$ cat config.mk
export PLATFORM = sky130hd
export DESIGN_NAME = regfile_sb_flat
export DESIGN_NICKNAME = d
export VERILOG_FILES = /design/src/rtl/regfile_sb_pkg.sv /design/src/rtl/regfile_sb_if.sv /design/src/rtl/regfile_sb_counter.sv /design/src/rtl/regfile_sb.sv /design/src/flat_wrapper.sv
export SDC_FILE = /design/constraint.sdc
export NUM_CORES = 2
export LEC_CHECK = 0
export BUFFER_PORTS_ARGS = -buffer_cell sky130_fd_sc_hd__clkbuf_2
export CAP_MARGIN = 15
export CORE_MARGIN = 2
export CORE_UTILIZATION = 26
export DETAILED_ROUTE_END_ITERATION = 7
export GPL_TIMING_DRIVEN = 0
export PLACE_DENSITY = 0.5
export SYNTH_ARGS = -nofsm -noshare
export SYNTH_HDL_FRONTEND = slang
export SYNTH_SLANG_ARGS = --single-unit
$ cat constraint.sdc
create_clock -name i_clk -period 6.4 [get_ports i_clk]
set_clock_uncertainty 0.15 [all_clocks]
set_input_delay 1.6 -clock i_clk [delete_from_list [all_inputs] [get_ports i_clk]]
set_output_delay 1.6 -clock i_clk [all_outputs]
set_load 0.02 [all_outputs]
$ cat src/rtl/regfile_sb_pkg.sv
// Shared widths and types for the RV32I register file and its pending-write scoreboard.
package rf_pkg;
  localparam int DATA_W   = 32;
  localparam int NUM_REGS = 32;
  localparam int ADDR_W   = $clog2(NUM_REGS);
  localparam int CNT_W    = 2;

  typedef logic [ADDR_W-1:0] reg_addr_t;
  typedef logic [DATA_W-1:0] reg_data_t;
  typedef logic [CNT_W-1:0]  cnt_t;

  localparam cnt_t CNT_MAX = '1;
endpackage

$ cat src/rtl/regfile_sb_if.sv
// Decode/writeback-facing signal bundle of regfile_sb; the register file is the slave side.
interface regfile_sb_if;
  import rf_pkg::*;

  logic      i_rd_wren;
  reg_addr_t i_rd_addr;
  reg_data_t i_rd_data;
  reg_addr_t i_rs1_addr;
  reg_addr_t i_rs2_addr;
  reg_data_t o_rs1_data;
  reg_data_t o_rs2_data;
  logic      i_issue_valid;
  reg_addr_t i_issue_rd;
  logic      i_retire;
  logic      i_flush;
  logic      o_rs1_busy;
  logic      o_rs2_busy;
  logic      o_sb_overflow;

  modport slave (
    input  i_rd_wren, i_rd_addr, i_rd_data, i_rs1_addr, i_rs2_addr,
    input  i_issue_valid, i_issue_rd, i_retire, i_flush,
    output o_rs1_data, o_rs2_data, o_rs1_busy, o_rs2_busy, o_sb_overflow
  );

  modport master (
    output i_rd_wren, i_rd_addr, i_rd_data, i_rs1_addr, i_rs2_addr,
    output i_issue_valid, i_issue_rd, i_retire, i_flush,
    input  o_rs1_data, o_rs2_data, o_rs1_busy, o_rs2_busy, o_sb_overflow
  );
endinterface

$ cat src/rtl/regfile_sb_counter.sv
// Saturating up/down pending-writer counter; clr beats inc/dec, inc+dec together holds.
module sb_counter
  import rf_pkg::*;
(
  input  logic i_clk,
  input  logic i_rst_n,
  input  logic i_inc,
  input  logic i_dec,
  input  logic i_clr,
  output cnt_t o_cnt,
  output logic o_ovf
);
  cnt_t cnt_q;
  cnt_t cnt_d;

  // next count and overflow pulse (an issue into a saturated counter)
  always_comb begin
    cnt_d = cnt_q;
    o_ovf = 1'b0;
    if (i_clr) begin
      cnt_d = '0;
    end else if (i_inc && !i_dec) begin
      if (cnt_q == CNT_MAX) begin
        o_ovf = 1'b1;
      end else begin
        cnt_d = cnt_q + CNT_W'(1);
      end
    end else if (i_dec && !i_inc) begin
      if (cnt_q != '0) begin
        cnt_d = cnt_q - CNT_W'(1);
      end else begin
        cnt_d = cnt_q;
      end
    end else begin
      cnt_d = cnt_q;
    end
  end

  // count state
  always_ff @(posedge i_clk) begin
    if (!i_rst_n) begin
      cnt_q <= '0;
    end else begin
      cnt_q <= cnt_d;
    end
  end

  assign o_cnt = cnt_q;
endmodule

$ cat src/rtl/regfile_sb.sv
// RV32I register file with per-register pending-write scoreboard.
// Optional same-cycle forwarding (data and retire-aware busy) under REGFILE_BYPASS_EN.
module regfile_sb
  import rf_pkg::*;
(
  input  logic         i_clk,
  input  logic         i_rst_n,
  regfile_sb_if.slave  bus
);
  reg_data_t           regs_q [NUM_REGS];
  cnt_t                cnt_s  [NUM_REGS];
  logic [NUM_REGS-1:0] inc_s;
  logic [NUM_REGS-1:0] dec_s;
  logic [NUM_REGS-1:0] ovf_s;
  logic                ovf_q;
  logic                ovf_d;
  reg_data_t           rs1_data_s;
  reg_data_t           rs2_data_s;
  logic                rs1_busy_s;
  logic                rs2_busy_s;

  assign cnt_s[0] = '0;
  assign inc_s[0] = 1'b0;
  assign dec_s[0] = 1'b0;
  assign ovf_s[0] = 1'b0;

  for (genvar r = 1; r < NUM_REGS; r++) begin : g_sb
    assign inc_s[r] = bus.i_issue_valid && (bus.i_issue_rd == ADDR_W'(r));
    assign dec_s[r] = bus.i_retire && (bus.i_rd_addr == ADDR_W'(r));
    sb_counter u_cnt (
      .i_clk   (i_clk),
      .i_rst_n (i_rst_n),
      .i_inc   (inc_s[r]),
      .i_dec   (dec_s[r]),
      .i_clr   (bus.i_flush),
      .o_cnt   (cnt_s[r]),
      .o_ovf   (ovf_s[r])
    );
  end

  assign ovf_d = ovf_q | (|ovf_s);

  // register array; x0 is never written so it stays zero after reset
  always_ff @(posedge i_clk) begin
    if (!i_rst_n) begin
      for (int i = 0; i < NUM_REGS; i++) begin
        regs_q[i] <= '0;
      end
    end else if (bus.i_rd_wren && (bus.i_rd_addr != '0)) begin
      regs_q[bus.i_rd_addr] <= bus.i_rd_data;
    end
  end

  // sticky overflow flag, cleared only by reset
  always_ff @(posedge i_clk) begin
    if (!i_rst_n) begin
      ovf_q <= 1'b0;
    end else begin
      ovf_q <= ovf_d;
    end
  end

  // source 1 read and busy
  always_comb begin
    rs1_data_s = (bus.i_rs1_addr == '0) ? '0 : regs_q[bus.i_rs1_addr];
    rs1_busy_s = (bus.i_rs1_addr != '0) && (cnt_s[bus.i_rs1_addr] != '0);
`ifdef REGFILE_BYPASS_EN
    if (bus.i_rd_wren && (bus.i_rd_addr == bus.i_rs1_addr) && (bus.i_rs1_addr != '0)) begin
      rs1_data_s = bus.i_rd_data;
    end else begin
      rs1_data_s = rs1_data_s;
    end
    if (bus.i_retire && (bus.i_rd_addr == bus.i_rs1_addr) && (cnt_s[bus.i_rs1_addr] == CNT_W'(1))) begin
      rs1_busy_s = 1'b0;
    end else begin
      rs1_busy_s = rs1_busy_s;
    end
`endif
  end

  // source 2 read and busy
  always_comb begin
    rs2_data_s = (bus.i_rs2_addr == '0) ? '0 : regs_q[bus.i_rs2_addr];
    rs2_busy_s = (bus.i_rs2_addr != '0) && (cnt_s[bus.i_rs2_addr] != '0);
`ifdef REGFILE_BYPASS_EN
    if (bus.i_rd_wren && (bus.i_rd_addr == bus.i_rs2_addr) && (bus.i_rs2_addr != '0)) begin
      rs2_data_s = bus.i_rd_data;
    end else begin
      rs2_data_s = rs2_data_s;
    end
    if (bus.i_retire && (bus.i_rd_addr == bus.i_rs2_addr) && (cnt_s[bus.i_rs2_addr] == CNT_W'(1))) begin
      rs2_busy_s = 1'b0;
    end else begin
      rs2_busy_s = rs2_busy_s;
    end
`endif
  end

  assign bus.o_rs1_data    = rs1_data_s;
  assign bus.o_rs2_data    = rs2_data_s;
  assign bus.o_rs1_busy    = rs1_busy_s;
  assign bus.o_rs2_busy    = rs2_busy_s;
  assign bus.o_sb_overflow = ovf_q;
endmodule

$ cat src/flat_wrapper.sv
// flat-port wrapper written by rule: the top's interface ports become plain ports
module regfile_sb_flat import rf_pkg::*;
  (i_clk, i_rst_n, bus_i_rd_wren, bus_i_rd_addr, bus_i_rd_data, bus_i_rs1_addr, bus_i_rs2_addr, bus_i_issue_valid, bus_i_issue_rd, bus_i_retire, bus_i_flush, bus_o_rs1_data, bus_o_rs2_data, bus_o_rs1_busy, bus_o_rs2_busy, bus_o_sb_overflow);
  regfile_sb_if bus_i ();
  input  logic i_clk;
  input  logic i_rst_n;
  input wire logic [$bits(bus_i.i_rd_wren)-1:0] bus_i_rd_wren;
  input wire logic [$bits(bus_i.i_rd_addr)-1:0] bus_i_rd_addr;
  input wire logic [$bits(bus_i.i_rd_data)-1:0] bus_i_rd_data;
  input wire logic [$bits(bus_i.i_rs1_addr)-1:0] bus_i_rs1_addr;
  input wire logic [$bits(bus_i.i_rs2_addr)-1:0] bus_i_rs2_addr;
  input wire logic [$bits(bus_i.i_issue_valid)-1:0] bus_i_issue_valid;
  input wire logic [$bits(bus_i.i_issue_rd)-1:0] bus_i_issue_rd;
  input wire logic [$bits(bus_i.i_retire)-1:0] bus_i_retire;
  input wire logic [$bits(bus_i.i_flush)-1:0] bus_i_flush;
  output wire logic [$bits(bus_i.o_rs1_data)-1:0] bus_o_rs1_data;
  output wire logic [$bits(bus_i.o_rs2_data)-1:0] bus_o_rs2_data;
  output wire logic [$bits(bus_i.o_rs1_busy)-1:0] bus_o_rs1_busy;
  output wire logic [$bits(bus_i.o_rs2_busy)-1:0] bus_o_rs2_busy;
  output wire logic [$bits(bus_i.o_sb_overflow)-1:0] bus_o_sb_overflow;
  assign bus_i.i_rd_wren = bus_i_rd_wren;
  assign bus_i.i_rd_addr = bus_i_rd_addr;
  assign bus_i.i_rd_data = bus_i_rd_data;
  assign bus_i.i_rs1_addr = bus_i_rs1_addr;
  assign bus_i.i_rs2_addr = bus_i_rs2_addr;
  assign bus_i.i_issue_valid = bus_i_issue_valid;
  assign bus_i.i_issue_rd = bus_i_issue_rd;
  assign bus_i.i_retire = bus_i_retire;
  assign bus_i.i_flush = bus_i_flush;
  assign bus_o_rs1_data = bus_i.o_rs1_data;
  assign bus_o_rs2_data = bus_i.o_rs2_data;
  assign bus_o_rs1_busy = bus_i.o_rs1_busy;
  assign bus_o_rs2_busy = bus_i.o_rs2_busy;
  assign bus_o_sb_overflow = bus_i.o_sb_overflow;
  regfile_sb u_core (.i_clk(i_clk), .i_rst_n(i_rst_n), .bus(bus_i));
endmodule
==> flow_summary.ini <==
[sta]
tightest_slew_ns = 1.30
setup_ws_ns = -0.0882
max_freq_mhz = 154
rsz0062_at_grt = false
setup_viol = 16
fin_crit_ns = 6.49
slew_viol_final = 0
finalHoldViolCount = 0
slew_headroom_pct = 13.6
finalCritPeriodShare_pct = 101

[cts]
clk_pin_slew_ns = 0.06
post_cts_buffers = 0
cts_made_buffers = 116
root_buffer = clkbuf_16
cts.sinks = 1087
clk_latency_ns = 0.74
ctsHoldBuffers = 0
cts_htree_levels = 3
cts_tree = done
clock_path_buffers = 3

[power_and_ir_drop]
clockPowerShare_pct = 38.1
p_leak_nw = 23.1
switching_share_pct = 27.7
power_density_nw_per_um2 = 255
peakVddDrop_mv = 0.230
combPwrFrac_pct = 14.5
p_seq_share_pct = 47.4
p_int_w = 0.0127
switchingPower_w = 0.00487

[min_path]
min_to = u_core.g_sb[21].u_cnt.o_cnt[0]
holdCritPathClass = register to register
holdCritStartpoint = u_core.g_sb[21].u_cnt.o_cnt[1]
whs_path_depth = 2

[yosys]
syn_area_um2 = 58900
synth-seq-area-share_pct = 54.3
netlist_instances = 4086
avgSynthCellArea_um2 = 14.4
synth_compound_area_share_pct = 4.52
synth_xor_xnor_area_share_pct = 0
synth-async-reset-ratio_pct = 0
synth_edf_count = 1024
synth.mux.area_fraction_pct = 22.9
synth_ff_type = edfxtp_1
synth_top_family_by_area = multiplexers
ys_ff_latch = 1087
synth_fa_ha_area_share_pct = 0.658
synth_warnings = 0
synth-simple-area-share_pct = 14.3
yosys.cell_types.count = 63

[die]
rows = 174
start_util_pct = 26.2
die-area_um2 = 231000
coreArea_um2 = 225000
io_pins = 125
die_h_um = 480
die_w_um = 480

[layout]
fin_nets = 4508
final_cell_mix = edfxtp_1 (1024), and2_1 (994), mux4_2 (531)
fill_cells = 22600
final_common_cell = edfxtp_1
design_area_um2 = 68800
syn2layout_area_growth_pct = 16.8
drive_gt1_share_pct = 23.8

[grt]
grt_max_degree = 23
grt_first_pass_wirelength_um = 335000
grtUsageTotal_pct = 21.2
grt_pass1_vias = 39800
antenna_found_initial = 25
grt_overflow_total = 0

[worst_setup_path]
critPathArrivalTime_ns = 4.74
end_kind = primary output
reg2reg_depth = 5
crit_type = primary input to primary output
reg2reg_from = u_core.g_sb[30].u_cnt.o_cnt[0]
required_ns = 4.65
crit_path_max_fanout = 10
start_kind = primary input
r2r_slack_ns = 4.83
r2r-end = u_core.bus.o_sb_overflow

[detailed_routing]
drt-vias-per-instance = 5.39
wire_per_inst_um = 33.3
wl_met1_um = 99400
drc = 0
highest_layer = met5
drt-initial-drc-count = 5624
first_pass_iters = 6
dr_wl_met2_um = 112000
route.met3.wl_um = 21600
vias = 40500
drtAntennaViolNets = 0
routed_wl_um = 250000

[placed_design]
place_congestion = 0.953
place_ws_ns = -0.910
placed_cell_area_um2 = 64900
dp_hpwl_um = 186000
portBuffers = 115

[outcome]
status = finished with violations
violations = negative setup slack

[job]
maxCapViolCount = 0
==> layout make-up <==
| type | instances | area [um^2] | share of cell area, % |
|---|---|---|---|
| Sequential cell | 1087 | 32000 | 46.5 |
| Multi-Input combinational cell | 2604 | 25600 | 37.2 |
| Tap cell | 2992 | 3740 | 5.44 |
| Clock buffer | 154 | 3070 | 4.45 |
| Buffer | 399 | 1960 | 2.85 |
| Timing Repair Buffer | 186 | 1810 | 2.62 |
| Clock inverter | 59 | 508 | 0.738 |
| Inverter | 25 | 93.8 | 0.136 |
| Antenna cell | 10 | 25.0 | 0.0363 |
==> repair_timing <==
| action | CTS | global route |
|---|---|---|
| pin swaps | 1 | 0 |
| resized for setup | 69 | 13 |
| setup endpoints to repair | 60 | 12 |
==> layer usage <==
metal	vias up	track usage, %
met5	-	0
met4	8	12.7
met3	533	3.98
met2	2297	32.2
met1	21300	28.0
li1	16300	-
==> registers in the layout (all words and copies together), names as in the netlist <==
| register | cells |
|---|---|
| u_core.g_sb.u_cnt.o_cnt | 62 |
| u_core.bus.o_sb_overflow | 1 |
| u_core.regs_q | 1024 |
==> cells in the mapped netlist (22+ instances only) <==
cell / count / area (um^2)
mux4_2: 531 / 12000
nand3_1: 42 / 210
nor2_1: 124 / 465
inv_1: 22 / 82.6
a21o_1: 33 / 248
a21oi_1: 67 / 335
mux2i_1: 115 / 1150
buf_6: 24 / 270
buf_2: 48 / 240
nor2b_1: 40 / 250
o22ai_1: 85 / 532
buf_4: 30 / 225
clkbuf_1: 281 / 1050
nand2b_1: 47 / 294
nand2_1: 131 / 492
ha_1: 31 / 388
and2_1: 994 / 6220
dfxtp_1: 63 / 1260
edfxtp_1: 1024 / 30700
o21ai_0: 117 / 586
==> critical path, stage by stage <==
cell             delay, ns
clkbuf_2              0.47
inv_1                 0.49
nand2_1               0.30
clkdlybuf4s15_1       0.77
o22ai_1               0.69
a21o_1                0.20
clkbuf_2              0.19
==> power groups by stage <==
| stage | clock network, W | logic [W] | registers, W |
|---|---|---|---|
| detailed placement | 0 | 0.00250 | 0.00847 |
| finish | 0.00670 | 0.00254 | 0.00833 |
| global route | 0.00698 | 0.00259 | 0.00836 |
| CTS | 0.00671 | 0.00252 | 0.00832 |
| global placement | 0 | 0.00236 | 0.00851 |
| floorplan | 0 | 0.00134 | 0.00841 |
==> metrics by stage <==
| step | hold WS [ns] | power [W] | setup TNS, ns | std cells | util [%] |
|---|---|---|---|---|---|
| 2_1_floorplan | 0.319 | 0.00975 | 0 | 4117 | - |
| 3_3_place_gp | 0.337 | 0.0109 | -2741.32 | 7224 | 28.2 |
| 3_5_place_dp | 0.340 | 0.0110 | -21.23 | 7291 | 28.8 |
| 4_1_cts | 0.355 | 0.0176 | 0 | 7502 | 30.5 |
| 5_1_grt | 0.382 | 0.0179 | 0 | 7511 | 30.6 |
| 6_report | 0.356 | 0.0176 | -0.664 | 7516 | 30.6 |
==> cells by family (layout without fill, tap and decap cells) <==
| group | after synthesis | count (layout) |
|---|---|---|
| AND/OR/NAND/NOR | 1451 | 1451 |
| adder cells (fa/ha/maj) | 31 | 31 |
| flip-flops | 1087 | 1087 |
| AO/OA/AOI/OAI | 421 | 421 |
| buffers and inverters | 426 | 823 |
| multiplexers | 669 | 669 |
| other | 1 | 42 |
==> worst max path at each step <==
| stage | cells after the start | end | slack [ns] | startpoint |
|---|---|---|---|---|
| after global placement | 5 | u_core.regs_q[23][20] | -3.30 | i_rst_n |
| after global routing | 9 | bus_o_rs1_data[0] | 0.0003 | bus_i_rs1_addr[0] |
| after detailed placement | 9 | bus_o_rs1_data[11] | -0.91 | bus_i_rs1_addr[0] |
| final | 7 | bus_o_rs2_data[19] | -0.09 | bus_i_rs2_addr[4] |
| after CTS | 9 | bus_o_rs1_data[26] | 0.001 | bus_i_rs1_addr[1] |
| after floorplan | 8 | bus_o_rs1_data[16] | 0.86 | bus_i_rs1_addr[0] |
No activity file was read; power rests on OpenSTA's default activity.
